===== config.mk =====
export PLATFORM = sky130hd
export DESIGN_NAME = rr_hazard_ctl
export DESIGN_NICKNAME = d
export VERILOG_FILES = /design/src/rtl/rr_hazard_ctl.sv
export SDC_FILE = /design/constraint.sdc
export NUM_CORES = 1
export LEC_CHECK = 0
export CAP_MARGIN = 20
export CORE_MARGIN = 2
export CORE_UTILIZATION = 59
export DETAILED_ROUTE_END_ITERATION = 10
export GPL_ROUTABILITY_DRIVEN = 0
export HOLD_SLACK_MARGIN = 0.03
export PLACE_DENSITY_LB_ADDON = 0.2
export SYNTH_ARGS = -nofsm -noshare
export SYNTH_HDL_FRONTEND = slang
export SYNTH_SLANG_ARGS = --single-unit
export TNS_END_PERCENT = 100

===== constraint.sdc =====
create_clock -name clk -period 5.5 [get_ports clk]
set_input_delay 0.55 -clock clk [delete_from_list [all_inputs] [get_ports clk]]
set_output_delay 0.55 -clock clk [all_outputs]
set_load 0.02 [all_outputs]

===== src/rtl/rr_hazard_ctl.sv =====
// Register-read issue controller: per-register pending-write counters gate decode into the RR latch.
// Optional RR_REL_BYPASS_EN lets a source whose last pending writer is releasing this cycle count as ready.
module rr_hazard_ctl #(
  parameter int unsigned CNT_W  = 2,
  parameter int unsigned PERF_W = 16
) (
  input  logic              clk,
  input  logic              rst,
  input  logic              d_v,
  input  logic [2:0]        sr1,
  input  logic [2:0]        sr2,
  input  logic [2:0]        base,
  input  logic [2:0]        idx,
  input  logic              sr1_en,
  input  logic              sr2_en,
  input  logic              base_en,
  input  logic              idx_en,
  input  logic [2:0]        segr1,
  input  logic [2:0]        segr2,
  input  logic              segr1_en,
  input  logic              segr2_en,
  input  logic [2:0]        dst_gpr,
  input  logic              dst_gpr_we,
  input  logic [2:0]        dst_seg,
  input  logic              dst_seg_we,
  input  logic [2:0]        rel_gpr,
  input  logic              rel_gpr_v,
  input  logic [2:0]        rel_seg,
  input  logic              rel_seg_v,
  input  logic              ds_stall,
  input  logic              flush,
  output logic              rr_stall,
  output logic              rr_v_in,
  output logic              dec_stall,
  output logic              busy,
  output logic [PERF_W-1:0] hz_cnt
);

  localparam logic [CNT_W-1:0] CNT_MAX = '1;
  localparam logic [CNT_W-1:0] CNT_ONE = CNT_W'(1);

  logic [CNT_W-1:0]  gcnt_q [8];
  logic [CNT_W-1:0]  gcnt_d [8];
  logic [CNT_W-1:0]  scnt_q [8];
  logic [CNT_W-1:0]  scnt_d [8];
  logic [PERF_W-1:0] hz_q, hz_d;
  logic              busy_q, busy_d;

  logic [7:0] g_wait, s_wait;
  logic [7:0] g_inc, g_dec, s_inc, s_dec;
  logic       src_hz, sat_hz, hazard, issue;

  always_comb begin
    g_wait = '0;
    s_wait = '0;
    for (int unsigned i = 0; i < 8; i++) begin
      g_wait[i] = (gcnt_q[i] != '0);
      s_wait[i] = (scnt_q[i] != '0);
`ifdef RR_REL_BYPASS_EN
      if (rel_gpr_v && (rel_gpr == 3'(i)) && (gcnt_q[i] == CNT_ONE)) g_wait[i] = 1'b0;
      if (rel_seg_v && (rel_seg == 3'(i)) && (scnt_q[i] == CNT_ONE)) s_wait[i] = 1'b0;
`endif
    end
  end

  assign src_hz = (sr1_en   & g_wait[sr1])   | (sr2_en   & g_wait[sr2])  |
                  (base_en  & g_wait[base])  | (idx_en   & g_wait[idx])  |
                  (segr1_en & s_wait[segr1]) | (segr2_en & s_wait[segr2]);
  assign sat_hz = (dst_gpr_we & (gcnt_q[dst_gpr] == CNT_MAX)) |
                  (dst_seg_we & (scnt_q[dst_seg] == CNT_MAX));

  assign hazard    = d_v & (src_hz | sat_hz);
  assign issue     = d_v & ~hazard & ~ds_stall & ~flush;
  assign rr_stall  = ds_stall;
  assign rr_v_in   = issue;
  assign dec_stall = d_v & ~flush & (hazard | ds_stall);
  assign busy      = busy_q;
  assign hz_cnt    = hz_q;

  always_comb begin
    g_inc = '0;
    g_dec = '0;
    s_inc = '0;
    s_dec = '0;
    for (int unsigned i = 0; i < 8; i++) begin
      g_inc[i] = issue & dst_gpr_we & (dst_gpr == 3'(i));
      g_dec[i] = rel_gpr_v & (rel_gpr == 3'(i));
      s_inc[i] = issue & dst_seg_we & (dst_seg == 3'(i));
      s_dec[i] = rel_seg_v & (rel_seg == 3'(i));
    end
  end

  // Releasing an empty counter holds it at zero; saturation blocks issue, so increments never wrap.
  always_comb begin
    busy_d = 1'b0;
    for (int unsigned i = 0; i < 8; i++) begin
      gcnt_d[i] = gcnt_q[i];
      scnt_d[i] = scnt_q[i];
      if (g_inc[i] && !g_dec[i])
        gcnt_d[i] = gcnt_q[i] + CNT_ONE;
      else if (!g_inc[i] && g_dec[i] && (gcnt_q[i] != '0))
        gcnt_d[i] = gcnt_q[i] - CNT_ONE;
      if (s_inc[i] && !s_dec[i])
        scnt_d[i] = scnt_q[i] + CNT_ONE;
      else if (!s_inc[i] && s_dec[i] && (scnt_q[i] != '0))
        scnt_d[i] = scnt_q[i] - CNT_ONE;
      busy_d = busy_d | (gcnt_d[i] != '0) | (scnt_d[i] != '0);
    end
  end

  always_comb begin
    hz_d = hz_q;
    if (hazard && !ds_stall && !flush && (hz_q != '1))
      hz_d = hz_q + PERF_W'(1);
  end

  always_ff @(posedge clk) begin
    if (!rst) begin
      gcnt_q <= '{default: '0};
      scnt_q <= '{default: '0};
      hz_q   <= '0;
      busy_q <= 1'b0;
    end else begin
      gcnt_q <= gcnt_d;
      scnt_q <= scnt_d;
      hz_q   <= hz_d;
      busy_q <= busy_d;
    end
  end

  rel_gpr_nonzero: assert property (@(posedge clk) disable iff (!rst)
    rel_gpr_v |-> (gcnt_q[rel_gpr] != '0));
  rel_seg_nonzero: assert property (@(posedge clk) disable iff (!rst)
    rel_seg_v |-> (scnt_q[rel_seg] != '0));

endmodule


==> impl_metrics.py <==
metrics = {
    "status": {
        "status": "complete, no violations",
    },
    "grt": {
        "grt_max_degree": 35,
        "track_usage": 0.300,
        "grt_pass1_vias": 3938,
        "grt_pass1_wl_um": 17900,
        "antenna_found_initial": 0,
        "gr-total-overflow": 0,
    },
    "sta": {
        "max_clock_freq_ghz": 0.218,
        "setup_viol": 0,
        "setup_slack_ns": 0.916,
        "rsz0062_at_grt": "no",
        "fin_crit_ns": 4.58,
        "finalCritPeriodShare": 0.834,
        "clock_skew_ns": 0.0214,
        "tightest_slew_ns": 0.806,
        "finalSetupTns_ns": 0,
        "drv_slew": 0,
        "hold_viol_final": 0,
        "relSlewSlack": 0.462,
    },
    "layout": {
        "antenna_cells": 0,
        "final_nets": 635,
        "drive_gt1_frac": 0.0627,
        "fill_cells": 554,
        "utilization": 0.721,
        "multi_input_area_sq_um": 2810,
        "regArea_sq_um": 981,
        "syn_to_final_growth_pct": 20.1,
        "final_cell_mix": "nor2_1 (64), clkdlybuf4s50_1 (64), nand2_1 (50), dfxtp_1 (49), inv_1 (41)",
    },
    "placed_design": {
        "io_buffers": 64,
        "post-place-ws_ns": 0.965,
        "dpl.hpwl_um": 8720,
    },
    "power": {
        "power_density_nw_per_um2": 179,
        "leakagePower_nw": 1.63,
        "pwr-share-seq": 0.431,
        "comb_power_share": 0.254,
        "ir_drop_v": 0.000124,
        "internal_power_mw": 0.602,
        "netSwitchingFraction": 0.305,
        "p_switching_mw": 0.265,
        "power_frac_clock": 0.314,
    },
    "cts": {
        "cts.sinks": 49,
        "cts_root_buf": "clkbuf_8",
        "cts_tree": "done",
        "post_cts_buffers": 0,
        "ctsHoldBuffers": 0,
        "cts_resized": 0,
        "cts.clk_slew.worst_paths_ns": 0.10,
        "cts_buffers": 5,
        "ctsHtreeMaxLevel": 2,
        "clockBufferDepth": 2,
        "clock_latency_ns": 0.32,
    },
    "route": {
        "ant_nets": 0,
        "first_iter_violations": 469,
        "drcViolationCount": 0,
        "wirelength_um": 11400,
        "vias_per_cell": 6.41,
        "wl_per_cell_um": 17.4,
        "drt-pass1-iter-count": 6,
        "via_count": 4195,
    },
    "min_path": {
        "hp-class": "flip-flop to flip-flop",
        "worstHoldPathCells": 2,
    },
    "floorplanning": {
        "start_util": 0.600,
        "core-area_sq_um": 6720,
        "die_w_um": 86.7,
        "die_h_um": 86.7,
        "row_count": 30,
        "die-area_sq_um": 7510,
        "ios": 65,
    },
    "synthesis": {
        "synth-simple-area-share": 0.316,
        "synth_edf_count": 0,
        "yosysSeqAreaShare": 0.243,
        "syn-cell-area_sq_um": 4030,
        "synth_cells": 519,
        "yosys-top-cells-area": "dfxtp_1 (24%), mux4_2 (6.7%), nor2_1 (6.0%)",
        "ys_ff_latch": 49,
        "yosysWarnings": 0,
        "synthMuxAreaShare": 0.114,
        "netlist.area_leader.share": 0.243,
        "synth-xor-area-share": 0.0543,
        "synthDistinctLibCells": 68,
        "synth-compound-area-share": 0.161,
        "synth_top_family_by_area": "simple AND/OR/NAND/NOR gates",
        "synthAdderAreaFrac": 0.0528,
        "synth-async-reset-ratio": 0,
        "avgSynthCellArea_sq_um": 7.77,
        "ys.flop_type": "dfxtp_1",
        "yosys.area.top_type": "dfxtp_1",
        "synth_fp_nets": 581,
    },
    "worst_setup_path": {
        "cp.arrival_ns": 4.03,
        "worst_setup_path_end_kind": "output pin",
        "crit_fanout": 19,
        "critPathKind": "input pin to output pin",
        "r2r_cells": 12,
        "cp.required_ns": 4.95,
        "cp-start-kind": "input pin",
    },
    "job": {
        "maxCapViolCount": 0,
    },
}
## registers in the layout, indices dropped and copies added, names as in the netlist
signal and cells:
busy 1, gcnt_q 16, hz_cnt 16, scnt_q 16
## path summary, 6_finish.rpt
kind,startpoint,to,slack (ns)
worst max-delay path,segr2[0],rr_v_in,0.92
worst min-delay path,hz_cnt[7],hz_cnt[7],0.52
worst max register to register,gcnt_q[2],busy,1.20
worst min register to register,hz_cnt[7],hz_cnt[7],0.52
## cells by family after synthesis
logic type | Yosys count
and+or+nand+nor | 251
AOI/OAI and AO/OA | 89
buffers and inverters | 61
DFF | 49
muxes | 27
xor gates and xnor gates | 25
adders and majority gates | 17
## worst max-delay path, stage by stage
cell and delay [ns]:
clkdlybuf4s50_1 0.48, mux4_2 0.36, nor2_1 0.04, nor4_1 0.53
and3b_1 0.75, nand2_1 0.48, nor2_1 0.21, clkdlybuf4s50_1 0.63
## power groups by stage
stage | clock (mW) | sequential (mW) | combinational (mW)
finish | 0.272 | 0.374 | 0.220
global route | 0.288 | 0.374 | 0.234
CTS | 0.274 | 0.373 | 0.214
detailed placement | 0 | 0.381 | 0.212
global placement | 0 | 0.382 | 0.206
floorplan | 0 | 0.383 | 0.124
## through the flow
stage               hold slack (ns)  area [sq um]  std cells  power [mW]
detailed placement            0.493          4700        645       0.593
global placement              0.483          4700        645       0.588
CTS                           0.515          4820        653       0.860
floorplan                     0.524          4030        519       0.507
finish                        0.515          4840        654       0.867
global route                  0.543          4840        654       0.897
## routing by layer
metal,share of wire,up-vias,global-route usage
met5,0,-,0
met4,0.025,0,0.0966
met3,0.081,24,0.0505
li1,-,1985,-
met1,0.42,1945,0.383
met2,0.47,241,0.515
## Yosys cell counts (5+ instances only)
cell type and count:
a21oi_1 16, a31oi_1 12, nor3_1 18, nor2_1 64, nand2b_1 7, clkbuf_1 14, xnor2_1 18, nand4_1 6
o21ai_0 9, dfxtp_1 49, inv_1 41, a211oi_1 5, o31ai_1 5, nor4_1 5, mux4_2 12, nand3b_1 6
ha_1 17, nand3_1 31, and2_1 12, or3_1 9, nor3b_1 8, nand2_1 50, xor2_1 7, and3_1 9
nor2b_1 10, o21a_1 5, mux2i_1 9
## final cells by class
| type | instances | area share |
|---|---|---|
| clock inverter | 3 | 0.00956 |
| sequential | 49 | 0.203 |
| inverter | 42 | 0.0325 |
| clock buffer | 5 | 0.0142 |
| tap | 80 | 0.0207 |
| multi-input combinational | 409 | 0.581 |
| timing repair buffer | 66 | 0.139 |
(Power assumes the default switching activity.)
